## src/rtl/ex_muldiv_sequencer_if.sv

```systemverilog
// rtl/ex_muldiv_sequencer_if.sv - request/result bundle between EX stage and the M-extension sequencer
//
// master: execute stage (drives req_*, operands, flush; observes stall/busy/result)
// slave : ex_muldiv_sequencer
//   req_valid/req_op/req_rd/operand_a/operand_b : M-extension op held in EX
//   flush                                       : kill the in-flight op
//   stall_out/busy                              : pipeline freeze / FSM not idle
//   result_valid/result_data/result_rd          : one-cycle tagged result pulse
interface ex_muldiv_sequencer_if #(
    parameter int XLEN = 32,
    parameter int RD_W = 5
);
    logic            req_valid;
    logic [2:0]      req_op;
    logic [RD_W-1:0] req_rd;
    logic [XLEN-1:0] operand_a;
    logic [XLEN-1:0] operand_b;
    logic            flush;
    logic            stall_out;
    logic            busy;
    logic            result_valid;
    logic [XLEN-1:0] result_data;
    logic [RD_W-1:0] result_rd;

    modport master (
        output req_valid, req_op, req_rd, operand_a, operand_b, flush,
        input  stall_out, busy, result_valid, result_data, result_rd
    );

    modport slave (
        input  req_valid, req_op, req_rd, operand_a, operand_b, flush,
        output stall_out, busy, result_valid, result_data, result_rd
    );
endinterface

```

## src/rtl/ex_muldiv_sequencer.sv

```systemverilog
// rtl/ex_muldiv_sequencer.sv - bit-serial RV32M multiply/divide sequencer for the execute stage
//
// Ports:
//   clk     : clock, all state updates on the rising edge
//   reset_n : synchronous reset, ACTIVE-HIGH despite the name
//   bus     : ex_muldiv_sequencer_if.slave (request, flush, stall/busy, tagged result)
// Optional feature: define MULDIV_EARLY_OUT_EN to finish zero-operand multiplies and
// divide-by-zero straight from IDLE (result in the cycle after accept).
module ex_muldiv_sequencer #(
    parameter int XLEN = 32,
    parameter int RD_W = 5
) (
    input  logic                   clk,
    input  logic                   reset_n,
    ex_muldiv_sequencer_if.slave   bus
);
    localparam int CW = $clog2(XLEN);

    localparam logic [2:0] OP_MUL    = 3'b000;
    localparam logic [2:0] OP_MULH   = 3'b001;
    localparam logic [2:0] OP_MULHSU = 3'b010;
    localparam logic [2:0] OP_MULHU  = 3'b011;
    localparam logic [2:0] OP_DIV    = 3'b100;
    localparam logic [2:0] OP_DIVU   = 3'b101;
    localparam logic [2:0] OP_REM    = 3'b110;
    localparam logic [2:0] OP_REMU   = 3'b111;

    typedef enum logic [1:0] {S_IDLE, S_CALC, S_DONE} state_t;

    state_t            state_q;
    logic [CW-1:0]     cnt_q;
    // Multiply: {partial product high, multiplier low}. Divide: {remainder, dividend/quotient}.
    logic [2*XLEN-1:0] acc_q;
    logic [XLEN-1:0]   opb_q;       // multiplicand or divisor magnitude
    logic              neg_q;       // negate product / quotient
    logic              neg_rem_q;   // remainder takes dividend sign
    logic              divz_q;      // divisor was zero
    logic [2:0]        op_q;
    logic [RD_W-1:0]   rd_q;
    logic              valid_q;
    logic [XLEN-1:0]   data_q;
    logic [RD_W-1:0]   rdo_q;

    // Request decode
    logic            req_is_div;
    logic            a_signed;
    logic            b_signed;
    logic            a_neg;
    logic            b_neg;
    logic [XLEN-1:0] a_abs;
    logic [XLEN-1:0] b_abs;
    logic            accept;

    assign req_is_div = bus.req_op[2];
    assign a_signed   = (bus.req_op == OP_MULH) || (bus.req_op == OP_MULHSU) ||
                        (bus.req_op == OP_DIV)  || (bus.req_op == OP_REM);
    assign b_signed   = (bus.req_op == OP_MULH) || (bus.req_op == OP_DIV) ||
                        (bus.req_op == OP_REM);
    assign a_neg      = a_signed & bus.operand_a[XLEN-1];
    assign b_neg      = b_signed & bus.operand_b[XLEN-1];
    assign a_abs      = a_neg ? (-bus.operand_a) : bus.operand_a;
    assign b_abs      = b_neg ? (-bus.operand_b) : bus.operand_b;
    assign accept     = (state_q == S_IDLE) & bus.req_valid & ~bus.flush;

`ifdef MULDIV_EARLY_OUT_EN
    logic            early;
    logic [XLEN-1:0] early_res;
    assign early     = req_is_div ? (bus.operand_b == '0)
                                  : ((bus.operand_a == '0) || (bus.operand_b == '0));
    // Zero multiply gives 0; divide by zero gives all-ones quotient or the raw dividend.
    assign early_res = !req_is_div   ? '0 :
                       bus.req_op[1] ? bus.operand_a : '1;
`endif

    // One iteration of the datapath
    logic [XLEN:0]     mul_sum;
    logic [XLEN+1:0]   div_diff;
    logic [2*XLEN-1:0] mul_nxt;
    logic [2*XLEN-1:0] div_nxt;
    logic [2*XLEN-1:0] acc_nxt;

    assign mul_sum  = acc_q[0] ? ({1'b0, acc_q[2*XLEN-1:XLEN]} + {1'b0, opb_q})
                               : {1'b0, acc_q[2*XLEN-1:XLEN]};
    assign mul_nxt  = {mul_sum, acc_q[XLEN-1:1]};
    // Shifted remainder needs XLEN+1 bits; one extra bit on top catches the borrow.
    assign div_diff = {1'b0, acc_q[2*XLEN-1:XLEN-1]} - {2'b00, opb_q};
    assign div_nxt  = div_diff[XLEN+1] ? {acc_q[2*XLEN-2:0], 1'b0}
                                       : {div_diff[XLEN-1:0], acc_q[XLEN-2:0], 1'b1};
    assign acc_nxt  = op_q[2] ? div_nxt : mul_nxt;

    // Final result from the last iteration, registered on entry to DONE
    logic [2*XLEN-1:0] prod;
    logic [XLEN-1:0]   quot;
    logic [XLEN-1:0]   rem;
    logic [XLEN-1:0]   final_res;

    always_comb begin
        prod      = neg_q ? (-acc_nxt) : acc_nxt;
        quot      = acc_nxt[XLEN-1:0];
        rem       = acc_nxt[2*XLEN-1:XLEN];
        final_res = '0;
        case (op_q)
            OP_MUL:                       final_res = prod[XLEN-1:0];
            OP_MULH, OP_MULHSU, OP_MULHU: final_res = prod[2*XLEN-1:XLEN];
            OP_DIV, OP_DIVU:              final_res = divz_q ? '1 : (neg_q ? (-quot) : quot);
            OP_REM, OP_REMU:              final_res = neg_rem_q ? (-rem) : rem;
            default:                      final_res = '0;
        endcase
    end

    always_ff @(posedge clk) begin
        if (reset_n) begin
            state_q   <= S_IDLE;
            cnt_q     <= '0;
            acc_q     <= '0;
            opb_q     <= '0;
            neg_q     <= 1'b0;
            neg_rem_q <= 1'b0;
            divz_q    <= 1'b0;
            op_q      <= '0;
            rd_q      <= '0;
            valid_q   <= 1'b0;
            data_q    <= '0;
            rdo_q     <= '0;
        end else begin
            valid_q <= 1'b0;
            case (state_q)
                S_IDLE: begin
                    if (accept) begin
                        op_q      <= bus.req_op;
                        rd_q      <= bus.req_rd;
                        cnt_q     <= '0;
                        neg_q     <= a_neg ^ b_neg;
                        neg_rem_q <= a_neg;
                        divz_q    <= req_is_div & (bus.operand_b == '0);
                        opb_q     <= req_is_div ? b_abs : a_abs;
                        acc_q     <= {{XLEN{1'b0}}, (req_is_div ? a_abs : b_abs)};
`ifdef MULDIV_EARLY_OUT_EN
                        if (early) begin
                            state_q <= S_DONE;
                            valid_q <= 1'b1;
                            data_q  <= early_res;
                            rdo_q   <= bus.req_rd;
                        end else begin
                            state_q <= S_CALC;
                        end
`else
                        state_q <= S_CALC;
`endif
                    end
                end
                S_CALC: begin
                    if (bus.flush) begin
                        state_q <= S_IDLE;
                    end else begin
                        acc_q <= acc_nxt;
                        if (cnt_q == CW'(XLEN - 1)) begin
                            state_q <= S_DONE;
                            valid_q <= 1'b1;
                            data_q  <= final_res;
                            rdo_q   <= rd_q;
                        end else begin
                            cnt_q <= cnt_q + 1'b1;
                        end
                    end
                end
                // The EX op is still held here; it must not be relaunched.
                S_DONE:  state_q <= S_IDLE;
                default: state_q <= S_IDLE;
            endcase
        end
    end

    assign bus.stall_out    = ~reset_n & (accept | ((state_q == S_CALC) & ~bus.flush));
    assign bus.busy         = (state_q != S_IDLE);
    assign bus.result_valid = valid_q & ~bus.flush & ~reset_n;
    assign bus.result_data  = data_q;
    assign bus.result_rd    = rdo_q;

endmodule

```

## src/flat_wrapper.sv

```systemverilog
// flat-port wrapper written by rule: the top's interface ports become plain ports
module ex_muldiv_sequencer_flat 
#(
    parameter int XLEN = 32,
    parameter int RD_W = 5
)
  (clk, reset_n, bus_req_valid, bus_req_op, bus_req_rd, bus_operand_a, bus_operand_b, bus_flush, bus_stall_out, bus_busy, bus_result_valid, bus_result_data, bus_result_rd);
  ex_muldiv_sequencer_if #(.XLEN(XLEN), .RD_W(RD_W)) bus_i ();
  input  logic clk;
  input  logic reset_n;
  input wire logic [$bits(bus_i.req_valid)-1:0] bus_req_valid;
  input wire logic [$bits(bus_i.req_op)-1:0] bus_req_op;
  input wire logic [$bits(bus_i.req_rd)-1:0] bus_req_rd;
  input wire logic [$bits(bus_i.operand_a)-1:0] bus_operand_a;
  input wire logic [$bits(bus_i.operand_b)-1:0] bus_operand_b;
  input wire logic [$bits(bus_i.flush)-1:0] bus_flush;
  output wire logic [$bits(bus_i.stall_out)-1:0] bus_stall_out;
  output wire logic [$bits(bus_i.busy)-1:0] bus_busy;
  output wire logic [$bits(bus_i.result_valid)-1:0] bus_result_valid;
  output wire logic [$bits(bus_i.result_data)-1:0] bus_result_data;
  output wire logic [$bits(bus_i.result_rd)-1:0] bus_result_rd;
  assign bus_i.req_valid = bus_req_valid;
  assign bus_i.req_op = bus_req_op;
  assign bus_i.req_rd = bus_req_rd;
  assign bus_i.operand_a = bus_operand_a;
  assign bus_i.operand_b = bus_operand_b;
  assign bus_i.flush = bus_flush;
  assign bus_stall_out = bus_i.stall_out;
  assign bus_busy = bus_i.busy;
  assign bus_result_valid = bus_i.result_valid;
  assign bus_result_data = bus_i.result_data;
  assign bus_result_rd = bus_i.result_rd;
  ex_muldiv_sequencer #(.XLEN(XLEN), .RD_W(RD_W)) u_core (.clk(clk), .reset_n(reset_n), .bus(bus_i));
endmodule
```

## config.mk

```make
export PLATFORM = sky130hd
export DESIGN_NAME = ex_muldiv_sequencer_flat
export DESIGN_NICKNAME = d
export VERILOG_FILES = /design/src/rtl/ex_muldiv_sequencer_if.sv /design/src/rtl/ex_muldiv_sequencer.sv /design/src/flat_wrapper.sv
export SDC_FILE = /design/constraint.sdc
export NUM_CORES = 1
export LEC_CHECK = 0
export BUFFER_PORTS_ARGS = -buffer_cell sky130_fd_sc_hd__buf_2
export CORE_UTILIZATION = 58
export CTS_BUF_LIST = sky130_fd_sc_hd__clkbuf_4
export DETAILED_ROUTE_END_ITERATION = 12
export PLACE_DENSITY_LB_ADDON = 0.2
export RECOVER_POWER = 50
export SLEW_MARGIN = 20
export SYNTH_ARGS = -nofsm -noshare
export SYNTH_HDL_FRONTEND = slang
export SYNTH_SLANG_ARGS = --single-unit
```

## constraint.sdc

```tcl
create_clock -name clk -period 4.8 [get_ports clk]
set_input_delay 0.48 -clock clk [delete_from_list [all_inputs] [get_ports clk]]
set_output_delay 0.48 -clock clk [all_outputs]
set_load 0.05 [all_outputs]
```

# == Word-level counts from Yosys, hierarchy flattened ==
# Cells that the tools add are included.
# word_totals
out_inout_bits,40
inputBits,76
ram_bits,0
elab_cells,94
register_bits,152
latch_bits,0
mem_count,0
romBits,0
# op_classes
n_reduce_logical,19
n_lt_le_gt_ge,0
muxes,24
div,0
shift,0
bitwise_logic,14
n_addsub,8
multipliers,0
eq_ne,17
# ops
operator,n
$mux 64,5
$mux 32,7
$neg 32->32,4
$pmux 32 s4,1
$pmux 64 s2,1
$neg 64->64,1
$sub 33x32->34,1
$add 32x32->33,1
$mux 33,1
$logic_not 32->1,1
$eq 3x3->1 const B,6
$mux 5,3
$pmux 5 s2,1
$and 1x1->1,9
$eq 3x2->1 const B,3
$eq 3x1->1 const B,2
$mux 2,3
$reduce_and 3->1,2
$reduce_or 3->1,2
$add 5x1->5 const B,1
$eq 5x5->1 const B,1
$logic_or 1x1->1,5
$ne 2x2->1 const B,2
$pmux 2 s2,1
other kinds (13),18

# == Longest topological paths before layout ==
# depth
ltp_word,9
depth_mapped,22
mapped_depth_nobuf,19

# == Worst setup path before layout ==
# OpenSTA, ideal clock, no wires.
# synth_path
path_kind,reg-to-reg
startpoint,register u_core.op_q[2]
endpoint,register u_core.data_q[28] (netlist: u_core.bus.result_data[28])
path_buffers,7
path_stages_with_launch,18
arrival_time_ps,4665
synth_period_minus_slack_ps,4780
setup_slack_ps,20
setup_time_ps,115
required_ps,4685
cell_sequence,dfxtp_1 > buf_2 > buf_1 > clkbuf_1 > clkbuf_1 > clkbuf_1 > clkbuf_1 > clkbuf_1 > a21o_1 > ha_1 > inv_1 > or4_4 > nor4_4 > nand3_2 > nor3_1 > mux2i_1 > o21ai_1 > o21a_1
# synth_between
elab_chain_len,5
elab_cells_between_ends,20
cone_classes,add/sub (3); eq/ne (7); mux (6); reduce/logical (4)
# synth_lines
item,line_no,source
"start, declared",ex_muldiv_sequencer.sv:38,logic [2:0] op_q;
"start signal, assigned",ex_muldiv_sequencer.sv:130,op_q <= bus.req_op;
$mux 64,ex_muldiv_sequencer.sv:89,assign acc_nxt = op_q[2] ? div_nxt : mul_nxt;
$neg 32->32,ex_muldiv_sequencer.sv:105,"OP_DIV, OP_DIVU: final_res = divz_q ? '1 : (neg_q ? (-quot) : quot);"
$mux 32 (2 in a row),ex_muldiv_sequencer.sv:105,
$pmux 32 s4 (*),ex_muldiv_sequencer.sv:102,case (op_q)
"end signal, assigned",ex_muldiv_sequencer.sv:160,data_q <= final_res;
"end, declared",ex_muldiv_sequencer.sv:41,logic [XLEN-1:0] data_q;
# Every way passes the cells marked *; elsewhere a longest branch is shown, timed or not.
# A chain may end at the register's enable or synchronous reset.

# == Worst setup path in the final report ==
# layout_path
startpoint,register u_core.acc_q[61]
endpoint,register u_core.data_q[16] (netlist: u_core.bus.result_data[16])
# layout_between
elab_chain_len,7
elab_cells_between_ends,11
cone_classes,add/sub (4); mux (7)
# layout_lines
item,line_no,source
"start, declared",ex_muldiv_sequencer.sv:33,logic [2*XLEN-1:0] acc_q;
"start signal, assigned",ex_muldiv_sequencer.sv:137,"acc_q <= {{XLEN{1'b0}}, (req_is_div ? a_abs : b_abs)};"
"start signal, assigned",ex_muldiv_sequencer.sv:156,acc_q <= acc_nxt;
$sub 33x32->34 (*),ex_muldiv_sequencer.sv:86,"assign div_diff = {1'b0, acc_q[2*XLEN-1:XLEN-1]} - {2'b00, opb_q};"
$mux 64 (*),ex_muldiv_sequencer.sv:87,"assign div_nxt = div_diff[XLEN+1] ? {acc_q[2*XLEN-2:0], 1'b0}"
$mux 64 (*),ex_muldiv_sequencer.sv:89,
$neg 32->32,ex_muldiv_sequencer.sv:105,
$mux 32 (2 in a row),ex_muldiv_sequencer.sv:105,
$pmux 32 s4 (*),ex_muldiv_sequencer.sv:102,
# Marks and branches as above.

==> impl_results.md <==
- Status: finished with violations
- Failing checks: max-capacitance violations, max-slew violations
- Fin util: 66.9%
- Synth warnings: 0
- Drt wl/cell: 24.3 um
- Largest net degree at the start of global routing: 89
- CP startpoint kind: flip-flop
- Finish-stage setup viols: 0
- Placed insts: 2837
- Vias per cell: 6.98
- Gr usage total: 48.0%
- Final ANT Viol Nets: 0
- Nets: 2634
- Synth cell types: 104
- Inserted Clock Buffers: 17
- Via Count: 20062
- CTS Hold Bufs: 0
- Vias in the first global route: 18414
- Synth area leader: dfxtp_1
- Fin crit share: 96.7%
- Async SR Flop Fraction: 0%
- Buffers added on ports: 115
- Die area: 28700 um2
- Final critical-path required period: 4.64 ns
- Post-Syn Nets: 2511
- Setup ws final: 0.159 ns
- Worst slew pin tran: 1.68 ns
- Avg Cell Area, Syn: 6.88 um2
- Critical Path Fanout Max: 6
- Relative max-transition margin: -11.9%
- RePlAce Congestion: 1.09
- Initial DRC count: 3098
- Leak: 7.15 nW
- Critical path data required time: 5.35 ns
- Count of flip-flops with a built-in enable after synthesis: 0
- Hpwl dp: 52700 um
- Global route overflow: 0
- DRC: 0
- Count leader, synth: nor2_1
- DRT Pass-1 Iters: 7
- Crit path kind: flip-flop to flip-flop
- Max Clock Skew: 0.0464 ns
- Initial antenna violation count: 4
- CTS HTree Levels: 4
- Most used DFF post-synth: dfxtp_1
- Max-cap violations: 2
- Placed instance area: 17800 um2
- Die width: 169 um
- First-pass GRT wire length: 105000 um
- Highest clock rate: 215 MHz
- Sequential area share after synthesis: 18.7%
- CP arrival: 5.19 ns
- Layout area overhead: 12.1%
- Fin cells: 2874
- Final Max Slew Viols: 26
- Num rows: 60
- Post-Route WL: 69800 um
- Area of the mapped netlist: 16300 um2
- Clock Sink Count: 152
- Layout cell share with drive strength beyond 1: 13.8%
- Clk slew on worst S/H paths: 0.19 ns
- Syn Inst Count: 2364
- Synth Register Bits: 152
- Core Region: 27300 um2
- Filler cells: 2415
- CTS tree: done
- Main area contributors after synthesis: dfxtp_1 19%, nor2_1 6.9%, a21oi_1 6.6%
- CP endpoint kind: flip-flop
- Clk buf depth: 2
- Dpl ws: 0.0498 ns
- Die height: 169 um
- Top Ports: 116
- Area share of the largest cell type after synthesis: 18.7%
- Worst-Skew Late Latency: 0.67 ns
- Most frequent cells after synthesis: 300 x nor2_1, 270 x nand2_1, 215 x a21oi_1
- VDD IR max: 0.175 mV
- Pwr dens: 231 nW/um2
- Hold WC Path Type: input pin to flip-flop
- Starting Density: 59.7%
- Design Area, Final: 18200 um2
- Pwr Total: 4.22 mW
- Final hold violations: 0
- CTS Root Cell: clkbuf_4
-- flip-flops by register name, indices dropped and copies added, names as in the netlist, 2 cells and up --
name,count
u_core.op_q,3
u_core.rd_q,5
u_core.cnt_q,5
u_core.opb_q,32
u_core.acc_q,64
u_core.state_q,2
u_core.bus.result_rd,5
u_core.bus.result_data,32
-- layout make-up --
class                           instances  area, um2  share of cell area [%]
Clock inverter                         15        196                    1.08
Sequential cell                       152       3050                    16.7
Antenna cell                            2       5.00                  0.0274
Clock buffer                           17        128                   0.700
Tap cell                              372        465                    2.55
Inverter                               75        282                    1.54
Timing Repair Buffer                  263       1670                    9.16
Multi-Input combinational cell       1978      12400                    68.2
-- where the power goes --
part	switching (mW)	internal [mW]	total, mW
logic	1.24	0.666	1.91
clock network	0.680	0.253	0.933
registers	0.0665	1.31	1.38
total	1.99	2.23	4.22
-- logic make-up (layout without fill, tap and decap cells) --
kind of cell	after synthesis	count (layout)	synth area share, %
buffers and inverters	234	370	5.63
xor gates and xnor gates	157	157	8.45
other	0	2	0
adders and majority gates	71	71	5.55
muxes	55	55	3.46
and+or+nand+nor	930	930	26.9
AOI/OAI and AO/OA	765	765	31.3
DFF	152	152	18.7
-- timing repair --
action,in CTS,in global routing
pin swaps,0,7
setup endpoints to repair,1,22
gates resized for setup,1,30
buffers inserted,0,3
-- path summary, 6_finish.rpt --
| kind | startpoint | end | slack (ns) | cells after the start |
|---|---|---|---|---|
| worst max-delay path | u_core.acc_q[61]$_SDFFE_PP0P_ | u_core.bus.result_data[16]$_SDFFE_PP0P_ | 0.16 | 19 |
| worst min-delay path | bus_req_rd[2] | u_core.rd_q[2]$_SDFFE_PP0P_ | 0.03 | 3 |
| worst max register to register | u_core.acc_q[61]$_SDFFE_PP0P_ | u_core.bus.result_data[16]$_SDFFE_PP0P_ | 0.16 | 19 |
| worst min register to register | u_core.rd_q[3]$_SDFFE_PP0P_ | u_core.bus.result_rd[3]$_SDFFE_PP0P_ | 0.45 | 2 |
-- through the flow --
step	setup TNS (ns)	hold slack, ns
3_5_place_dp	0	0.446
2_1_floorplan	0	0.432
4_1_cts	0	0.0147
5_1_grt	-0.0154	0.0175
3_3_place_gp	0	0.436
6_report	0	0.0278
-- layout by cell type (no fill, tap or decap), drive strengths merged, types with 26 or more instances in the layout --
cell	Yosys	layout
clkbuf	129	63
xnor2	84	84
mux2i	45	45
ha	69	69
o21ai	158	158
buf	30	217
a21o	37	37
o211ai	43	43
a22oi	26	26
nand3	56	56
nand4	29	29
a211oi	72	72
dfxtp	152	152
inv	74	80
or3	28	28
nor4	27	27
a21oi	217	217
xor2	73	73
nor2	301	301
nand2	272	272
nor3	85	85
-- metal layers --
metal / global-route usage (%) / wire (um)
met1: 58.0 / 25700
met2: 73.3 / 29500
met3: 13.7 / 8720
met4: 33.6 / 5880
met5: 0 / 10
-- worst max-delay path, stage by stage, from the launching register on --
cell and delay [ns]:
dfxtp_1 0.41, ha_1 0.36, nand4b_1 0.27, nor4_4 0.47
nand2_1 0.16, o221ai_2 0.26, nor2_1 0.10, buf_4 0.17
nand2_1 0.09, nand2_1 0.06, a21oi_1 0.19, ha_1 0.18
inv_1 0.05, or4_4 0.57, nor4_4 0.29, nand3_4 0.17
nand2_1 0.11, xor2_1 0.18, o221ai_1 0.15, a211o_1 0.29
(Power assumes the default switching activity.)
